**src/rtl/mc_ctrl_defs.sv**
```systemverilog
// mc_ctrl_defs: state, opcode and datapath-select encodings for the multi-cycle MIPS controller
package mc_ctrl_defs;
    localparam logic [3:0] S_FETCH    = 4'd0;
    localparam logic [3:0] S_DECODE   = 4'd1;
    localparam logic [3:0] S_MEM_ADDR = 4'd2;
    localparam logic [3:0] S_MEM_RD   = 4'd3;
    localparam logic [3:0] S_MEM_WB   = 4'd4;
    localparam logic [3:0] S_MEM_WR   = 4'd5;
    localparam logic [3:0] S_EXEC     = 4'd6;
    localparam logic [3:0] S_ALU_WB   = 4'd7;
    localparam logic [3:0] S_BRANCH   = 4'd8;
    localparam logic [3:0] S_ADDI_EX  = 4'd9;
    localparam logic [3:0] S_ADDI_WB  = 4'd10;
    localparam logic [3:0] S_JUMP     = 4'd11;
    localparam logic [5:0] INSTR_OP_RTYPE = 6'h00;
    localparam logic [5:0] INSTR_OP_J     = 6'h02;
    localparam logic [5:0] INSTR_OP_BEQ   = 6'h04;
    localparam logic [5:0] INSTR_OP_ADDI  = 6'h08;
    localparam logic [5:0] INSTR_OP_LW    = 6'h23;
    localparam logic [5:0] INSTR_OP_SW    = 6'h2B;
    localparam logic [1:0] ALUOp_ADD   = 2'b00;
    localparam logic [1:0] ALUOp_SUB   = 2'b01;
    localparam logic [1:0] ALUOp_FUNCT = 2'b10;
    localparam logic [1:0] SRC_B_REG     = 2'b00;
    localparam logic [1:0] SRC_B_FOUR    = 2'b01;
    localparam logic [1:0] SRC_B_IMM     = 2'b10;
    localparam logic [1:0] SRC_B_IMM_SL2 = 2'b11;
    localparam logic [1:0] PC_SRC_ALU    = 2'b00;
    localparam logic [1:0] PC_SRC_ALUOUT = 2'b01;
    localparam logic [1:0] PC_SRC_JUMP   = 2'b10;
    localparam logic [1:0] REG_DST_RT = 2'b00;
    localparam logic [1:0] REG_DST_RD = 2'b01;
    localparam logic [1:0] MEM_TO_REG_ALU = 2'b00;
    localparam logic [1:0] MEM_TO_REG_MEM = 2'b01;
    typedef struct packed {
        logic       pc_write;
        logic       pc_write_cond;
        logic       i_or_d;
        logic       mem_read;
        logic       mem_write;
        logic       ir_write;
        logic       reg_write;
        logic [1:0] reg_dst;
        logic [1:0] mem_to_reg;
        logic       alu_src_a;
        logic [1:0] alu_src_b;
        logic [1:0] alu_op;
        logic [1:0] pc_source;
        logic       imm_extend;
    } ctrl_t;
endpackage

```
**src/rtl/mc_ctrl_decode.sv**
```systemverilog
// mc_ctrl_decode: combinational map from state and opcodes to control vector and next state
module mc_ctrl_decode
    import mc_ctrl_defs::*;
(
    input  logic [3:0] state,
    input  logic [5:0] opcode,
    input  logic [5:0] op_q,
    output ctrl_t      ctrl,
    output logic [3:0] nxt
);
    always_comb begin
        ctrl = '0;
        nxt  = S_FETCH;
        case (state)
            S_FETCH: begin
                ctrl.mem_read  = 1'b1;
                ctrl.ir_write  = 1'b1;
                ctrl.pc_write  = 1'b1;
                ctrl.alu_src_b = SRC_B_FOUR;
                nxt            = S_DECODE;
            end
            S_DECODE: begin
                ctrl.alu_src_b  = SRC_B_IMM_SL2;
                ctrl.imm_extend = 1'b1;
                case (opcode)
                    INSTR_OP_LW, INSTR_OP_SW: nxt = S_MEM_ADDR;
                    INSTR_OP_RTYPE:           nxt = S_EXEC;
                    INSTR_OP_BEQ:             nxt = S_BRANCH;
                    INSTR_OP_ADDI:            nxt = S_ADDI_EX;
                    INSTR_OP_J:               nxt = S_JUMP;
                    default:                  nxt = S_FETCH;
                endcase
            end
            S_MEM_ADDR, S_ADDI_EX: begin
                ctrl.alu_src_a  = 1'b1;
                ctrl.alu_src_b  = SRC_B_IMM;
                ctrl.imm_extend = 1'b1;
                nxt = (state == S_ADDI_EX) ? S_ADDI_WB : (op_q == INSTR_OP_SW) ? S_MEM_WR : S_MEM_RD;
            end
            S_EXEC: begin
                ctrl.alu_src_a = 1'b1;
                ctrl.alu_op    = ALUOp_FUNCT;
                nxt            = S_ALU_WB;
            end
            S_BRANCH: begin
                ctrl.alu_src_a     = 1'b1;
                ctrl.alu_op        = ALUOp_SUB;
                ctrl.pc_write_cond = 1'b1;
                ctrl.pc_source     = PC_SRC_ALUOUT;
            end
            S_JUMP: begin
                ctrl.pc_write  = 1'b1;
                ctrl.pc_source = PC_SRC_JUMP;
            end
            S_MEM_RD: begin
                ctrl.mem_read = 1'b1;
                ctrl.i_or_d   = 1'b1;
                nxt           = S_MEM_WB;
            end
            S_MEM_WR: begin
                ctrl.mem_write = 1'b1;
                ctrl.i_or_d    = 1'b1;
            end
            S_MEM_WB: begin
                ctrl.reg_write  = 1'b1;
                ctrl.reg_dst    = REG_DST_RT;
                ctrl.mem_to_reg = MEM_TO_REG_MEM;
            end
            S_ALU_WB: begin
                ctrl.reg_write  = 1'b1;
                ctrl.reg_dst    = REG_DST_RD;
                ctrl.mem_to_reg = MEM_TO_REG_ALU;
            end
            S_ADDI_WB: ctrl.reg_write = 1'b1;
            default: ctrl = '0;
        endcase
    end
endmodule

```
**src/rtl/mc_ctrl.sv**
```systemverilog
// mc_ctrl: multi-cycle MIPS main controller; define MC_CTRL_MEM_WAIT_EN to stall memory states on mem_ready
module mc_ctrl
    import mc_ctrl_defs::*;
(
    input  logic       clk,
    input  logic       rst,
    input  logic [5:0] opcode,
    input  logic       mem_ready,
    output logic       pc_write,
    output logic       pc_write_cond,
    output logic       i_or_d,
    output logic       mem_read,
    output logic       mem_write,
    output logic       ir_write,
    output logic       reg_write,
    output logic [1:0] reg_dst,
    output logic [1:0] mem_to_reg,
    output logic       alu_src_a,
    output logic [1:0] alu_src_b,
    output logic [1:0] alu_op,
    output logic [1:0] pc_source,
    output logic       imm_extend,
    output logic       illegal_op,
    output logic [3:0] state
);
    ctrl_t      ctrl;
    logic [3:0] nxt;
    logic [5:0] op_q;
    logic       hold;
    mc_ctrl_decode u_decode (
        .state (state),
        .opcode(opcode),
        .op_q  (op_q),
        .ctrl  (ctrl),
        .nxt   (nxt)
    );
`ifdef MC_CTRL_MEM_WAIT_EN
    assign hold = !mem_ready && (state == S_FETCH || state == S_MEM_RD || state == S_MEM_WR);
`else
    logic unused_mem_ready;
    assign unused_mem_ready = mem_ready;
    assign hold = 1'b0;
`endif
    // PC and IR load only when the fetch actually completes; strobes are dead while in reset
    assign pc_write      = !rst && !hold && ctrl.pc_write;
    assign ir_write      = !rst && !hold && ctrl.ir_write;
    assign pc_write_cond = !rst && ctrl.pc_write_cond;
    assign mem_read      = !rst && ctrl.mem_read;
    assign mem_write     = !rst && ctrl.mem_write;
    assign reg_write     = !rst && ctrl.reg_write;
    assign i_or_d        = ctrl.i_or_d;
    assign reg_dst       = ctrl.reg_dst;
    assign mem_to_reg    = ctrl.mem_to_reg;
    assign alu_src_a     = ctrl.alu_src_a;
    assign alu_src_b     = ctrl.alu_src_b;
    assign alu_op        = ctrl.alu_op;
    assign pc_source     = ctrl.pc_source;
    assign imm_extend    = ctrl.imm_extend;
    always_ff @(posedge clk) begin
        if (rst) begin
            state      <= S_FETCH;
            op_q       <= '0;
            illegal_op <= 1'b0;
        end else begin
            if (!hold) state <= nxt;
            if (state == S_DECODE) op_q <= opcode;
            if (state == S_DECODE && nxt == S_FETCH) illegal_op <= 1'b1;
        end
    end
endmodule

```
**config.mk**
```make
export PLATFORM = sky130hd
export DESIGN_NAME = mc_ctrl
export DESIGN_NICKNAME = d
export VERILOG_FILES = /design/src/rtl/mc_ctrl_defs.sv /design/src/rtl/mc_ctrl_decode.sv /design/src/rtl/mc_ctrl.sv
export SDC_FILE = /design/constraint.sdc
export NUM_CORES = 1
export LEC_CHECK = 0
export BUFFER_PORTS_ARGS = -buffer_cell sky130_fd_sc_hd__buf_2
export CORE_MARGIN = 5
export CORE_UTILIZATION = 34
export CTS_BUF_LIST = sky130_fd_sc_hd__clkbuf_16
export CTS_CLUSTER_SIZE = 10
export DETAILED_ROUTE_END_ITERATION = 10
export PLACE_DENSITY = 0.61
export SLEW_MARGIN = 15
export SYNTH_ARGS = -nofsm -noshare
export SYNTH_HDL_FRONTEND = slang
export SYNTH_SLANG_ARGS = --single-unit
```
**constraint.sdc**
```tcl
create_clock -name clk -period 2.4 [get_ports clk]
set_input_delay 0.24 -clock clk [delete_from_list [all_inputs] [get_ports clk]]
set_output_delay 0.24 -clock clk [all_outputs]
set_load 0.02 [all_outputs]
```
==> results of run 1 <==
## kinds of logic after synthesis
group / count (synthesis) / share of synthesized area
AOI/OAI and AO/OA: 18 / 0.1639
xor gates and xnor gates: 2 / 0.02365
buffers and inverters: 12 / 0.08445
DFF: 11 / 0.2973
muxes: 7 / 0.09460
other: 1 / 0.005063
and+or+nand+nor: 43 / 0.3311
## tightest hold or removal path, cell delays in order
cell     delay (ps)
buf_2            90
mux2i_1          60
nor2_1           70
## placed cells by master, fill, tap and decap left out, drive strengths merged, types with 2 or more instances in the layout
cell     n
dfxtp   11
nand2b   5
o21ai    4
nand2    2
inv      5
xnor2    2
a21oi    7
clkbuf   3
nor4     2
nor3     9
mux2i    7
nand3    4
conb     2
buf     29
nor2    15
## layout make-up
type                       count  area, µm²
clock buffer                   3      75.07
clock inverter                 1      3.754
fill                         219       1067
inverter                       4      15.01
multi-input combinational     72      461.7
sequential                    11      220.2
tap                           27      33.78
timing repair buffer          29      145.1
## power groups by stage
stage,combinational [mW],sequential (mW),clock [mW]
2_1_floorplan,0.0764,0.209,0
5_1_grt,0.111,0.209,0.313
3_5_place_dp,0.101,0.211,0
4_1_cts,0.102,0.208,0.303
3_3_place_gp,0.100,0.210,0
6_report,0.100,0.208,0.295
## layer usage
layer,up-vias,share of wire,wire length (µm)
met5,-,0,0
met4,0,0.0050,9
met3,2,0.091,165
met2,24,0.45,824
met1,337,0.45,811
li1,387,-,-
## state kept, by name, indices dropped and copies added, names as in the netlist
register    flops
illegal_op      1
op_q            6
state           4
## stage by stage
step | worst slack [ps] | cells | cell area, µm² | hold WS [ps]
3_3_place_gp | 702.5 | 143 | 875.8 | 471.4
5_1_grt | 331.9 | 147 | 954.7 | 294.5
2_1_floorplan | 545.4 | 95 | 744.5 | 386.8
4_1_cts | 489.6 | 147 | 954.7 | 271.6
3_5_place_dp | 688.2 | 143 | 875.8 | 484.0
6_report | 478.5 | 147 | 954.7 | 271.1
## worst paths after layout
kind | cells after the start | slack, ps | end
hold reg to reg | 2 | 480 | op_q[1]
setup reg to reg | 4 | 670 | illegal_op
setup / recovery | 5 | 480 | imm_extend
hold / removal | 3 | 270 | op_q[4]
==> reports/results.txt, run 1 <==
Core Util, Final -> 0.4722
CTS tree -> built
First-pass GRT wire length -> 3063 µm
Vias/cell -> 5.102
Final hold viol count -> 0
Final period util -> 0.8006
Startpoint Class -> flip-flop
Crit. Startpoint -> state[1]
Clock skew -> 1.842 ps
Status -> completed
Share of the synthesized area in the top cell type -> 0.2973
CP peak stage delay -> 620 ps
DIE AREA -> 3212 µm²
Most common cell in the netlist -> nor2_1
Core ar. -> 2022 µm²
RSZ-0062 raised after global routing -> false
Pin count of the biggest net entering global routing -> 15
Flop pwr share -> 0.345
Crit path DAT -> 1680 ps
Worst-Margin Slew -> 527.7 ps
Met1 Use GR -> 0.1481
Post-synth top area cell -> dfxtp_1
Top cells by count, synth -> nor2_1 (15), dfxtp_1 (11), nor3_1 (8), a21oi_1 (7), mux2i_1 (7)
Unique masters post-synth -> 34
Crit-path max FO -> 14
Combinational share of power -> 0.166
IO Port Bufs -> 29
Sequential cell area fraction in the yosys report -> 0.2973
Total power -> 0.6033 mW
Sum Neg Setup Slack -> 0 ps
Synthesized flop and latch total -> 11
Ys flop type -> dfxtp_1
Ratio of cells with drive above 1 in the final layout -> 0.3000
Crit Path Class -> reg2out
Hold Crit Class -> in2reg
Antenna violations before repair -> 0
Drt wl/cell -> 12.32 µm
Pleak -> 0.4235 nW
Vias in the first global route -> 681
Ant diodes -> 0
Max Root-Sink Buffers -> 2
IO Pins -> 33
Met2 usage -> 0.1782
Post-detail-place hpwl -> 1422 µm
Worst skew pair latency -> 240 ps
Final antenna-violating net count -> 0
Ys async rst share -> 0
Slew HR -> 0.6477
Mean Syn Cell Area -> 7.880 µm²
Total CTS buffers -> 3
Overflow after GRT -> 0
Post-CTS Repair Setup Buffers -> 0
# resized after CTS -> 0
Max Slew Vio Count -> 0
Max Cap Viol -> 0
Most Crowded Layer GR -> met2
Sw Share -> 0.2494
Final setup vio count -> 0
Drt drc -> 0
Routed vias -> 750
CP Capture Type -> output pin
Area contributors post-synth -> dfxtp_1 (30%), mux2i_1 (9.5%), nor2_1 (7.6%)
Synth warnings -> 0
Initial DRC count -> 11
Maximum clock frequency -> 520.4 MHz
Starting Density -> 0.3663
Hold wc startpoint -> opcode[4]
CTS H-tree lvls -> 1
Minimum clock period after layout -> 1922 ps
Row count -> 16
Number of synthesized flops with an enable pin -> 0
Synth Instances -> 94
Area Overhead vs Synth -> 28.89%
P_int -> 0.4528 mW
Total track usage -> 0.1183
Die H -> 56.68 µm
Clk sinks -> 11
Final wirelength -> 1811 µm
R2R Path Start -> state[0]
Clock Power Share -> 0.489
Drt pass-1 iters -> 4
Sw power -> 0.1505 mW
Slowest cell on crit path -> dfxtp_1
Worst VDD drop -> 0.4963 mV
Cell Area, Synth -> 740.7 µm²
Post-CTS Hold Fix Bufs -> 0
Die Wd -> 56.68 µm
Worst-path clk slew -> 40 ps
Critical Path RT -> 2160 ps
CP Buf/Inv Count -> 2
Power Dens Cells -> 632.0 nW/µm²
CP Cell Sequence -> inv_1 > nor2_1 > nand2b_1 > a21oi_1 > buf_2
Top delay family on crit path -> flip-flops
Nets -> 130
Root buf cell -> clkbuf_16
Placer Congestion -> 0.7636
Grt met3 use -> 0.03899
Note: power is estimated with default switching activity, not from simulation.
==> inputs of run 2 (changes only) <==
- ABC_AREA: not set -> 1
- PLACE_DENSITY: 0.61 -> 0.63
- clock period: 2.4 -> 1.55 ns (I/O delays scaled with it)
==> reports/results.txt, run 2 <==
Status -> completed
IO Port Bufs -> 29
Die Wd -> 57.54 µm
Final setup vio count -> 0
Drt pass-1 iters -> 4
Overflow after GRT -> 0
RSZ-0062 raised after global routing -> true
Slowest cell on crit path -> dfxtp_1
Crit path DAT -> 1310 ps
Filler cell count -> 237
Largest register FFs -> 6
Max Cap Viol -> 0
Commonest non-fill, non-tap cells in the layout -> nor2_1 (29), buf_2 (29), nand2_1 (23), inv_1 (17), nand3_1 (9)
Most common cell in the netlist -> nor2_1
Post-CTS Hold Fix Bufs -> 0
Pin count of the biggest net entering global routing -> 13
Mean Syn Cell Area -> 5.955 µm²
Initial DRC count -> 15
Core ar. -> 2191 µm²
Total track usage -> 0.1317
Share of the synthesized area in the top cell type -> 0.2866
Sw Share -> 0.2798
Vias in the first global route -> 787
Synth warnings -> 0
Sequential cell area fraction in the yosys report -> 0.2866
Synth Instances -> 129
CTS tree -> built
Worst setup margin -> 81.99 ps
CP Cell Sequence -> inv_1 > nor2_4 > inv_1 > o22ai_1 > o21ai_0 > inv_1 > buf_2
Clock Power Share -> 0.478
CP Buf/Inv Count -> 4
Pleak -> 0.6156 nW
Crit-path max FO -> 3
Die H -> 57.54 µm
Placer Congestion -> 0.8195
Placed cell count -> 185
Area Overhead vs Synth -> 36.16%
Synthesized flop and latch total -> 11
First-pass GRT wire length -> 3394 µm
IO Pins -> 33
Vias/cell -> 4.635
Total CTS buffers -> 3
Most frequent CP cell -> inv_1
Maximum clock frequency -> 681.2 MHz
FF/Latch Area -> 224.0 µm²
Ratio of cells with drive above 1 in the final layout -> 0.3478
Max Slew Vio Count -> 0
CP peak stage delay -> 350 ps
Final antenna-violating net count -> 0
Pre-CTS setup slack -> 131.2 ps
P_int -> 0.7128 mW
Worst VDD drop -> 0.6604 mV
Drt drc -> 0
Worst-path clk slew -> 50 ps
Post-detail-place hpwl -> 1691 µm
Row count -> 17
Clk sinks -> 11
Minimum clock period after layout -> 1468 ps
Non-filler instance count after layout -> 189
Ys flop type -> dfxtp_1
Critical Path RT -> 1390 ps
Worst skew pair latency -> 240 ps
Post-synth top area cell -> dfxtp_1
Total power -> 0.9898 mW
Unique masters post-synth -> 21
Root buf cell -> clkbuf_16
Sum Neg Setup Slack -> 0 ps
Flop pwr share -> 0.327
Final period util -> 0.9471
Core Util, Final -> 0.4774
Area contributors post-synth -> dfxtp_1 (29%), nor2_1 (16%), nand2_1 (12%)
Clock skew -> 6.851 ps
Area occupied by multi-input gates -> 470.5 µm²
Post-CTS Repair Setup Buffers -> 0
Starting Density -> 0.3507
Routed vias -> 876
Ys async rst share -> 0
Ant diodes -> 0
Largest Register -> op_q
Nets -> 171
Max Root-Sink Buffers -> 2
Top cells by count, synth -> nor2_1 (33), nand2_1 (24), inv_1 (16), dfxtp_1 (11), nand3_1 (9)
Biggest regs -> op_q: 6 flops, state: 4 flops, illegal_op: 1 flops
DIE AREA -> 3310 µm²
Drt wl/cell -> 11.15 µm
Power Dens Cells -> 946.3 nW/µm²
Final wirelength -> 2107 µm
Startpoint Class -> flip-flop
Final hold viol count -> 0
Sw power -> 0.2770 mW
Cell Area, Synth -> 768.2 µm²
Top delay family on crit path -> buffers and inverters
Hold Crit Class -> in2reg
Combinational share of power -> 0.195
Antenna violations before repair -> 0
Number of synthesized flops with an enable pin -> 0
CP Capture Type -> output pin
Crit Path Class -> reg2out
CTS H-tree lvls -> 1
-- run 2: cell types whose count changed after synthesis, moves of 5 or more --
| cell | delta |
|---|---|
| nand2_1 | +22 |
| inv_1 | +12 |
| mux2i_1 | -7 |
| nor2_1 | +18 |
| nand3_1 | +5 |
| nor3_1 | -7 |
| o21ai_0 | +5 |
-- run 2: path summary, 6_finish.rpt --
kind / cells past startpoint / start / slack (ps) / to
worst max-delay path: 7 / state[2] / 80 / reg_write
worst min register to register: 2 / illegal_op / 470 / illegal_op
worst min-delay path: 3 / opcode[4] / 180 / op_q[4]
worst max register to register: 8 / state[2] / 170 / illegal_op
-- run 2: per-stage QoR --
step	hold slack, ps	area (µm²)
after floorplan	233.5	774.5
after global placement	426.3	943.4
after detailed placement	432.8	943.4
after CTS	179.8	1027
after global routing	191.9	1046
final	177.0	1046
-- run 2: routing by layer --
layer  GRT usage  up-vias  routed length [µm]
met5           0        -                   0
met4     0.04967        0                  22
met3     0.04751        4                 210
met2      0.2081       33                 915
met1      0.1624      378                 959
li1            -      461                   -
-- run 2: power by group through the flow --
stage | combinational [mW] | sequential [mW] | clock, mW
2_1_floorplan | 0.128 | 0.331 | 0
3_3_place_gp | 0.187 | 0.327 | 0
3_5_place_dp | 0.190 | 0.327 | 0
4_1_cts | 0.191 | 0.323 | 0.481
5_1_grt | 0.214 | 0.328 | 0.495
6_report | 0.193 | 0.324 | 0.473
-- run 2: final cells by class --
| class | count | area share |
|---|---|---|
| well taps | 28 | 0.03349 |
| repair buffers | 31 | 0.1531 |
| inverters | 20 | 0.07416 |
| flip-flops and latches | 11 | 0.2141 |
| clock buffers | 3 | 0.07177 |
| multi-input cells | 95 | 0.4498 |
| clock inverters | 1 | 0.003589 |
-- run 2: cells by family after synthesis --
| logic type | count (synthesis) | synth area share |
|---|---|---|
| other | 1 | 0.004881 |
| buffers and inverters | 24 | 0.1352 |
| AO/OA/AOI/OAI | 18 | 0.1449 |
| AND/OR/NAND/NOR | 75 | 0.4283 |
| flip-flops | 11 | 0.2866 |
-- run 2: timing repair --
item                                    4_1_cts  5_1_grt
hold endpoints to repair                      0        0
endpoints found under the setup margin        2        6
pin swaps                                     0        0
gates resized for setup                       2        7
-- run 2: worst min-delay path, delay by kind of cell --
| family | cells | cell delay (ps) |
|---|---|---|
| AO/OA/AOI/OAI | 1 | 50 |
| buffers and inverters | 2 | 160 |
